### src/rtl/window_pkg.sv
// Shared definitions for the 3x3 window generator: FSM encoding and tap packing.
package window_pkg;

  localparam logic [1:0] ST_IDLE_ENC  = 2'd0;
  localparam logic [1:0] ST_RUN_ENC   = 2'd1;
  localparam logic [1:0] ST_FLUSH_ENC = 2'd2;
  localparam logic [1:0] ST_DONE_ENC  = 2'd3;

  typedef enum logic [1:0] {
    ST_IDLE  = ST_IDLE_ENC,
    ST_RUN   = ST_RUN_ENC,
    ST_FLUSH = ST_FLUSH_ENC,
    ST_DONE  = ST_DONE_ENC
  } state_t;

  // Tap k (1..9) occupies bits [k*data_w-1 -: data_w] of the packed window.
  function automatic int tap_lsb(input int k, input int data_w);
    return (k - 1) * data_w;
  endfunction

endpackage

### src/rtl/line_buffer.sv
// One image line of storage; asynchronous read returns the old word when the
// same address is written on the coming edge.
module line_buffer #(
  parameter int DEPTH  = 8,
  parameter int DATA_W = 8,
  parameter int AW     = (DEPTH > 1) ? $clog2(DEPTH) : 1
) (
  input  logic              clk,
  input  logic              we,
  input  logic [AW-1:0]     addr,
  input  logic [DATA_W-1:0] wdata,
  output logic [DATA_W-1:0] rdata
);

  logic [DATA_W-1:0] mem [DEPTH];

  assign rdata = mem[addr];

  always_ff @(posedge clk) begin
    if (we) mem[addr] <= wdata;
  end

endmodule

### src/rtl/window_gen_3x3.sv
// Streaming 3x3 neighbourhood generator: two line buffers plus per-row tap
// history produce every interior window of a raster-order frame.
//
// state    | meaning
// ST_IDLE  | waiting for start after reset
// ST_RUN   | accepting pixels, emitting windows
// ST_FLUSH | last pixel taken, final window on the outputs
// ST_DONE  | frame finished, complete high until next start
module window_gen_3x3
  import window_pkg::*;
#(
  parameter int DATA_W = 8,
  parameter int IMG_W  = 8,
  parameter int IMG_H  = 8,
  parameter int CNT_W  = 8
) (
  input  logic                  clk,
  input  logic                  reset,
  input  logic                  start,
  input  logic [DATA_W-1:0]     pix_in,
  input  logic                  pix_valid,
  output logic                  pix_ready,
  output logic [9*DATA_W-1:0]   win_out,
  output logic                  win_valid,
  output logic [CNT_W-1:0]      win_x,
  output logic [CNT_W-1:0]      win_y,
  output logic                  complete
);

  localparam int AW = (IMG_W > 1) ? $clog2(IMG_W) : 1;
  localparam logic [CNT_W-1:0] X_LAST = CNT_W'(IMG_W - 1);
  localparam logic [CNT_W-1:0] Y_LAST = CNT_W'(IMG_H - 1);

  state_t            state;
  logic [CNT_W-1:0]  x;
  logic [CNT_W-1:0]  y;
  logic              xfer;
  logic              emit;
  logic [AW-1:0]     addr;
  logic [DATA_W-1:0] mid_rd;
  logic [DATA_W-1:0] top_rd;

  // Index 0 is column x-2, index 1 is column x-1 relative to the incoming pixel.
  logic [DATA_W-1:0] top_h [2];
  logic [DATA_W-1:0] mid_h [2];
  logic [DATA_W-1:0] bot_h [2];
  logic [DATA_W-1:0] taps  [9];
  logic [9*DATA_W-1:0] win_next;

  assign xfer = pix_valid & pix_ready;
  assign emit = xfer && (x >= CNT_W'(2)) && (y >= CNT_W'(2));
  assign addr = x[AW-1:0];

  line_buffer #(.DEPTH(IMG_W), .DATA_W(DATA_W), .AW(AW)) u_buf0 (
    .clk   (clk),
    .we    (xfer),
    .addr  (addr),
    .wdata (pix_in),
    .rdata (mid_rd)
  );

  line_buffer #(.DEPTH(IMG_W), .DATA_W(DATA_W), .AW(AW)) u_buf1 (
    .clk   (clk),
    .we    (xfer),
    .addr  (addr),
    .wdata (mid_rd),
    .rdata (top_rd)
  );

  always_comb begin
    taps[0] = top_h[0];
    taps[1] = top_h[1];
    taps[2] = top_rd;
    taps[3] = mid_h[0];
    taps[4] = mid_h[1];
    taps[5] = mid_rd;
    taps[6] = bot_h[0];
    taps[7] = bot_h[1];
    taps[8] = pix_in;
  end

  always_comb begin
    win_next = '0;
    for (int k = 1; k <= 9; k++) begin
      win_next[tap_lsb(k, DATA_W) +: DATA_W] = taps[k-1];
    end
  end

  always_ff @(posedge clk) begin
    if (reset) begin
      state     <= ST_IDLE;
      x         <= '0;
      y         <= '0;
      pix_ready <= 1'b0;
      complete  <= 1'b0;
    end else begin
      case (state)
        ST_IDLE: begin
          if (start) begin
            state     <= ST_RUN;
            x         <= '0;
            y         <= '0;
            pix_ready <= 1'b1;
          end
        end
        ST_RUN: begin
          if (xfer) begin
            if (x == X_LAST) begin
              x <= '0;
              y <= y + CNT_W'(1);
              if (y == Y_LAST) begin
                state     <= ST_FLUSH;
                pix_ready <= 1'b0;
              end
            end else begin
              x <= x + CNT_W'(1);
            end
          end
        end
        ST_FLUSH: begin
          state    <= ST_DONE;
          complete <= 1'b1;
        end
        ST_DONE: begin
          if (start) begin
            state     <= ST_RUN;
            x         <= '0;
            y         <= '0;
            pix_ready <= 1'b1;
            complete  <= 1'b0;
          end
        end
        default: state <= ST_IDLE;
      endcase
    end
  end

  always_ff @(posedge clk) begin
    if (reset) begin
      win_valid <= 1'b0;
      win_out   <= '0;
      win_x     <= '0;
      win_y     <= '0;
      for (int i = 0; i < 2; i++) begin
        top_h[i] <= '0;
        mid_h[i] <= '0;
        bot_h[i] <= '0;
      end
    end else begin
      win_valid <= emit;
      if (xfer) begin
        top_h[0] <= top_h[1];
        top_h[1] <= top_rd;
        mid_h[0] <= mid_h[1];
        mid_h[1] <= mid_rd;
        bot_h[0] <= bot_h[1];
        bot_h[1] <= pix_in;
      end
      if (emit) begin
        win_out <= win_next;
        win_x   <= x - CNT_W'(1);
        win_y   <= y - CNT_W'(1);
      end
    end
  end

endmodule

### config.mk
export PLATFORM = sky130hd
export DESIGN_NAME = window_gen_3x3
export DESIGN_NICKNAME = d
export VERILOG_FILES = /design/src/rtl/window_pkg.sv /design/src/rtl/line_buffer.sv /design/src/rtl/window_gen_3x3.sv
export SDC_FILE = /design/constraint.sdc
export NUM_CORES = 1
export LEC_CHECK = 0
export CORE_UTILIZATION = 50
export CTS_CLUSTER_DIAMETER = 60
export DETAILED_ROUTE_END_ITERATION = 10
export PLACE_DENSITY = 0.72
export REMOVE_ABC_BUFFERS = 1
export SLEW_MARGIN = 20
export SYNTH_ARGS = -nofsm -noshare
export SYNTH_HDL_FRONTEND = slang
export SYNTH_SLANG_ARGS = --single-unit
### constraint.sdc
create_clock -name clk -period 3.93 [get_ports clk]
set_input_delay 0.786 -clock clk [delete_from_list [all_inputs] [get_ports clk]]
set_output_delay 0.786 -clock clk [all_outputs]
set_load 0.005 [all_outputs]
# Word level (Yosys, flattened, before mapping)
# Memory sizes are Yosys's and may differ from the RTL's. A register that Yosys moved wholly into a read port is not among the register bits.
# Cells that the tools add are included.
dict set report totals {
  ff_bits 109
  ram_bits 176
  input_bits 12
  elab_cells 83
  n_memories 5
}
# name words width rd rd_ports_with_merged_regs write_ports line
set memory_table {}
lappend memory_table {u_buf0.mem 8 8 1 1 1 line_buffer.sv:15} ;# logic [DATA_W-1:0] mem [DEPTH];
lappend memory_table {u_buf1.mem 8 8 1 1 1 line_buffer.sv:15}
lappend memory_table {bot_h 2 8 2 1 2 window_gen_3x3.sv:46} ;# logic [DATA_W-1:0] bot_h [2];
lappend memory_table {mid_h 2 8 2 1 2 window_gen_3x3.sv:45} ;# logic [DATA_W-1:0] mid_h [2];
lappend memory_table {top_h 2 8 2 1 2 window_gen_3x3.sv:44} ;# logic [DATA_W-1:0] top_h [2];
dict set report op_classes {
  n_addsub 4
  magnitude_cmp 2
  eq_ne 10
  n_mux 35
  bitwise 7
  n_reduce_logical 11
}
# op count
set op_table {}
lappend op_table {{8-bit two-way mux} 11}
lappend op_table {{8-bit one-hot mux with 2 select lines} 2}
lappend op_table {{8-bit by 1-bit adder with 8-bit output (second input constant)} 2}
lappend op_table {{8-bit by 3-bit == test with 1-bit output (second input constant)} 2}
lappend op_table {{8-bit by 2-bit greater-or-equal comparator with 1-bit output (second input constant)} 2}
lappend op_table {{8-bit by 1-bit subtractor with 8-bit output (second input constant)} 2}
lappend op_table {{3-bit two-way mux} 4}
lappend op_table {{1-bit two-way mux} 11}
lappend op_table {{2-bit two-way mux} 4}
lappend op_table {{2-bit != test (second input constant)} 4}
lappend op_table {{4-bit AND reduction} 2}
lappend op_table {{1-bit OR} 6}
lappend op_table {{2-bit one-hot mux with 3 select lines} 1}
lappend op_table {{5-bit AND reduction} 1}
lappend op_table {{2-bit == test (second input constant)} 2}
lappend op_table {{1-bit one-hot mux with 2 select lines} 2}
lappend op_table {{2-bit nonzero test} 2}
lappend op_table {{3-bit AND reduction} 1}
lappend op_table {{2-bit by 1-bit == test with 1-bit output (second input constant)} 1}
lappend op_table {{1-bit logical AND} 2}
lappend op_table {{2-bit zero test} 1}
lappend op_table {{2-bit by 1-bit != test with 1-bit output (second input constant)} 1}
lappend op_table {{2-bit AND reduction} 1}
lappend op_table {{2-bit OR reduction} 1}
lappend op_table {{1-bit AND} 1}

# Longest topological paths before layout
dict set report depth {
  word_depth 6
  mapped_depth 9
  depth_no_buf 7
}

# By module
# A second synthesis with hierarchy kept.
dict set report hier_totals {
  cells_unflattened 882
  area_unflattened_um2 11229.5
}
# mod n_inst cells_per_inst area_per_inst_um2 seq_area_each_um2
set by_module_without_submodules {}
lappend by_module_without_submodules {window_gen_3x3 1 640 6119.6 3623.5}
lappend by_module_without_submodules {line_buffer 2 121 2555.0 1921.8}

# Least setup slack after synthesis
# No wires, ideal clock.
dict set report synth_timing {
  path_type {input to register}
  from {input reset}
  to {memory bot_h[0][0], enable pin}
  setup_time_ns 0.413
  arrival_ns 2.285
  required_time_ns 3.517
  setup_slack_ns 1.232
  path_stages 2
  cell_sequence {clkbuf_1 nand2b_1}
}
# element line
set synth_lines {}
lappend synth_lines {{from (decl)} window_gen_3x3.sv:18} ;# input logic reset,
lappend synth_lines {{to (decl)} window_gen_3x3.sv:46}

# Worst setup path after layout
dict set report layout_timing {
  from {register x[3]}
  to {register win_out[43]}
}
dict set report layout_via {
  elab_chain_cells 3
}
# element line
set layout_lines {}
lappend layout_lines {{from (decl)} window_gen_3x3.sv:35} ;# logic [CNT_W-1:0] x;
lappend layout_lines {{from (signal assigned)} window_gen_3x3.sv:116} ;# x <= x + CNT_W'(1);
lappend layout_lines {{8-bit by 2-bit greater-or-equal comparator with 1-bit output} window_gen_3x3.sv:51} ;# assign emit = xfer && (x >= CNT_W'(2)) && (y >= CNT_W'(2));
lappend layout_lines {{1-bit logical AND (2 in a row)} window_gen_3x3.sv:51}
lappend layout_lines {{to (signal assigned)} window_gen_3x3.sv:160} ;# win_out <= win_next;
lappend layout_lines {{to (decl)} window_gen_3x3.sv:23} ;# output logic [9*DATA_W-1:0] win_out,
# No other way between the ends.
# A chain may end at the register's enable or synchronous reset.

==> reports/qor.csv <==
metric;value;unit
ctsHoldBuffers;0;
non_filler_instance_count_after_layout;1233;
number_of_sinks_on_the_clock_net;288;
antenna_found_initial;0;
coreArea;21300;sq um
place.port_buffers;102;
drc_violations;0;
min_period;2.53;ns
finalWirelength;20600;um
final_setup_skew;0.0114;ns
final_hold_viol_count;0;
grt_start_max_net_pins;113;
cts_setup_buffers;0;
area_of_the_die;22600;sq um
gpl.final_weighted_congestion;0.786;
clock.fmax;395;MHz
worst_skew_pair.late_latency;0.54;ns
flow.area_growth_from_synthesis;20.2;%
route.detailed.wl_per_inst;16.7;um
yosysUniqueCellTypes;45;
critPathLaunchType;flop;
grt_first_pass_wirelength;32700;um
design.portCount;103;
htree_levels;1;
dp_hpwl;11600;um
outcome;finished clean;
vias;6513;
firstDrtPassIters;4;
drive_above_1_share;0.115;
worst-endpoint-required;4.37;ns
min_period_over_period;0.644;
post_route_hold_slack;0.451;ns
grt_pass1_vias;6166;
setup_slack;1.40;ns
async_sr_flop_fraction;0;
root_buffer;sky130_fd_sc_hd__clkbuf_16;
unrepaired_setup_endpoints_after_global_routing;no;
post-synth-top-count-cell;sky130_fd_sc_hd__edfxtp_1;
grt_ovf;0;
series_of_cell_instances_along_the_critical_path;or4_4, nor4b_2, or3_2, buf_4, nor2_1, nor3_1;
synth_enable_flop_cells;176;
commonest_cells_in_the_synthesized_netlist;176 x sky130_fd_sc_hd__edfxtp_1, 128 x sky130_fd_sc_hd__nand2_1, 112 x sky130_fd_sc_hd__dfxtp_1;
critical_path.slowest_cell;sky130_fd_sc_hd__or4_4;
postcts_resize_cnt;0;
fp.dieW;150;um
timing.slew.headroom;0.256;
grt_usage;0.188;
placementRows;53;
worstMarginPinSlew;1.11;ns
yosys.area.top_type_share;0.480;
path_clk_slew;0.06;ns
power.leakage;0.00433;uW
holdCritPathClass;reg2reg;
dieHeight;150;um
drv_slew;0;
endpoint_kind;flop;
critical-path-max-stage-delay;0.62;ns
cts-buffers-inserted;29;
vdd_drop_max;0.000363;V
placed_cells_incl_taps;1180;
synthDominantAreaCellType;sky130_fd_sc_hd__edfxtp_1;
finalSetupViolCount;0;
synth_seq_area_share;0.683;
diodes;0;
post_dr_vias_cell;5.28;
initial_core_util;0.518;
synth_top_flop_cell;sky130_fd_sc_hd__edfxtp_1;
synth_cells;840;
preCtsSetupSlack;1.05;ns
maxCapViolCount;0;
synth.yosys.warnings;0;
synth_top_cells_by_area;sky130_fd_sc_hd__edfxtp_1 48%, sky130_fd_sc_hd__dfxtp_1 20%, sky130_fd_sc_hd__mux4_2 6.5%;
postSynthRegisterBits;288;
cts_buffer_depth;3;
drt_iter0_drc;378;
timing_worst_setup_path_type;reg2reg;
syn_area_per_cell;13.1;sq um
crit_path_max_fanout;65;
drt.antenna.violating_nets;0;
clock_tree_from_tritoncts;done;
finish.net_count;958;
synth.cell_area;11000;sq um
power-per-cell-area;526;nW/um^2
fillers;1571;
cp.arrival;2.98;ns
[report_power, final]
group | internal [uW] | leakage (uW) | switching [uW]
combinational | 336 | 0.00133 | 463
clock | 1570 | 0.000448 | 1070
sequential | 3410 | 0.00256 | 113
[sequential cells by signal (all words and copies together) (netlist names), named ones only]
| register | flops |
|---|---|
| y | 8 |
| pix_ready | 1 |
| u_buf0.mem | 64 |
| win_y | 8 |
| bot_h | 16 |
| complete | 1 |
| top_h | 16 |
| mid_h | 16 |
| win_valid | 1 |
| win_out | 72 |
| x | 8 |
| win_x | 8 |
| u_buf1.mem | 64 |
| state | 2 |
[cells by family (layout without fill, tap and decap cells)]
logic type | count (synthesis) | count (layout) | synth area share
XOR/XNOR | 20 | 20 | 0.0159
flip-flops | 288 | 288 | 0.683
multiplexers | 49 | 49 | 0.0818
AO/OA/AOI/OAI | 106 | 106 | 0.0598
AND/OR/NAND/NOR | 307 | 307 | 0.125
buffers and inverters | 60 | 178 | 0.0226
adder cells (fa/ha/maj) | 10 | 10 | 0.0114
[critical path: cells and delay by family (launching register included)]
kind	cells	cell delay [ns]
DFF	1	0.41
and+or+nand+nor	5	1.43
buffers and inverters	1	0.55
[layout by cell type (no fill, tap or decap), types with 8 or more instances in the layout]
cell type and n:
sky130_fd_sc_hd__a211oi_1 23, sky130_fd_sc_hd__a21oi_1 66, sky130_fd_sc_hd__and2_1 40, sky130_fd_sc_hd__buf_4 17, sky130_fd_sc_hd__clkbuf_1 9, sky130_fd_sc_hd__clkbuf_16 29
sky130_fd_sc_hd__clkdlybuf4s50_1 101, sky130_fd_sc_hd__dfxtp_1 111, sky130_fd_sc_hd__edfxtp_1 176, sky130_fd_sc_hd__ha_1 10, sky130_fd_sc_hd__mux2_2 8, sky130_fd_sc_hd__mux2i_1 9
sky130_fd_sc_hd__mux4_2 32, sky130_fd_sc_hd__nand2_1 128, sky130_fd_sc_hd__nand3_1 11, sky130_fd_sc_hd__nor2_1 82, sky130_fd_sc_hd__nor3_1 15, sky130_fd_sc_hd__xnor2_1 11
sky130_fd_sc_hd__xor2_1 9
[per-layer routing]
layer  GRT usage  vias to the layer above  routed length [um]
met1       0.258                     3091                9120
met5           0                        -                   0
li1            -                     3202                   -
met2       0.312                      187                9980
met4      0.0540                        0                 379
met3      0.0264                       33                1150
[cell type report]
cell class / instances / area, sq um / share of cell area
clock buffers: 39 / 773 / 0.0584
clock inverters: 14 / 145 / 0.0110
inverters: 6 / 22.5 / 0.00170
multi-input cells: 492 / 3270 / 0.247
flip-flops and latches: 288 / 7530 / 0.569
well taps: 275 / 344 / 0.0260
repair buffers: 119 / 1160 / 0.0875
[per-stage QoR]
step	TNS [ns]	utilization	instance area, sq um	power (uW)
after floorplan	-263.06	-	10800	4110
after global placement	0	0.579	12300	4360
after detailed placement	0	0.579	12300	4380
after CTS	0	0.622	13200	7020
after global routing	0	0.622	13200	7250
final	0	0.622	13200	6960
[path summary, 6_finish.rpt]
path / from / cells past startpoint / slack, ns / to
min: win_out[2] / 2 / 0.45 / win_out[2]
min reg2reg: win_out[2] / 2 / 0.45 / win_out[2]
max reg2reg: x[3] / 6 / 1.40 / win_out[43]
max: x[3] / 6 / 1.40 / win_out[43]
(Power assumes the default switching activity.)
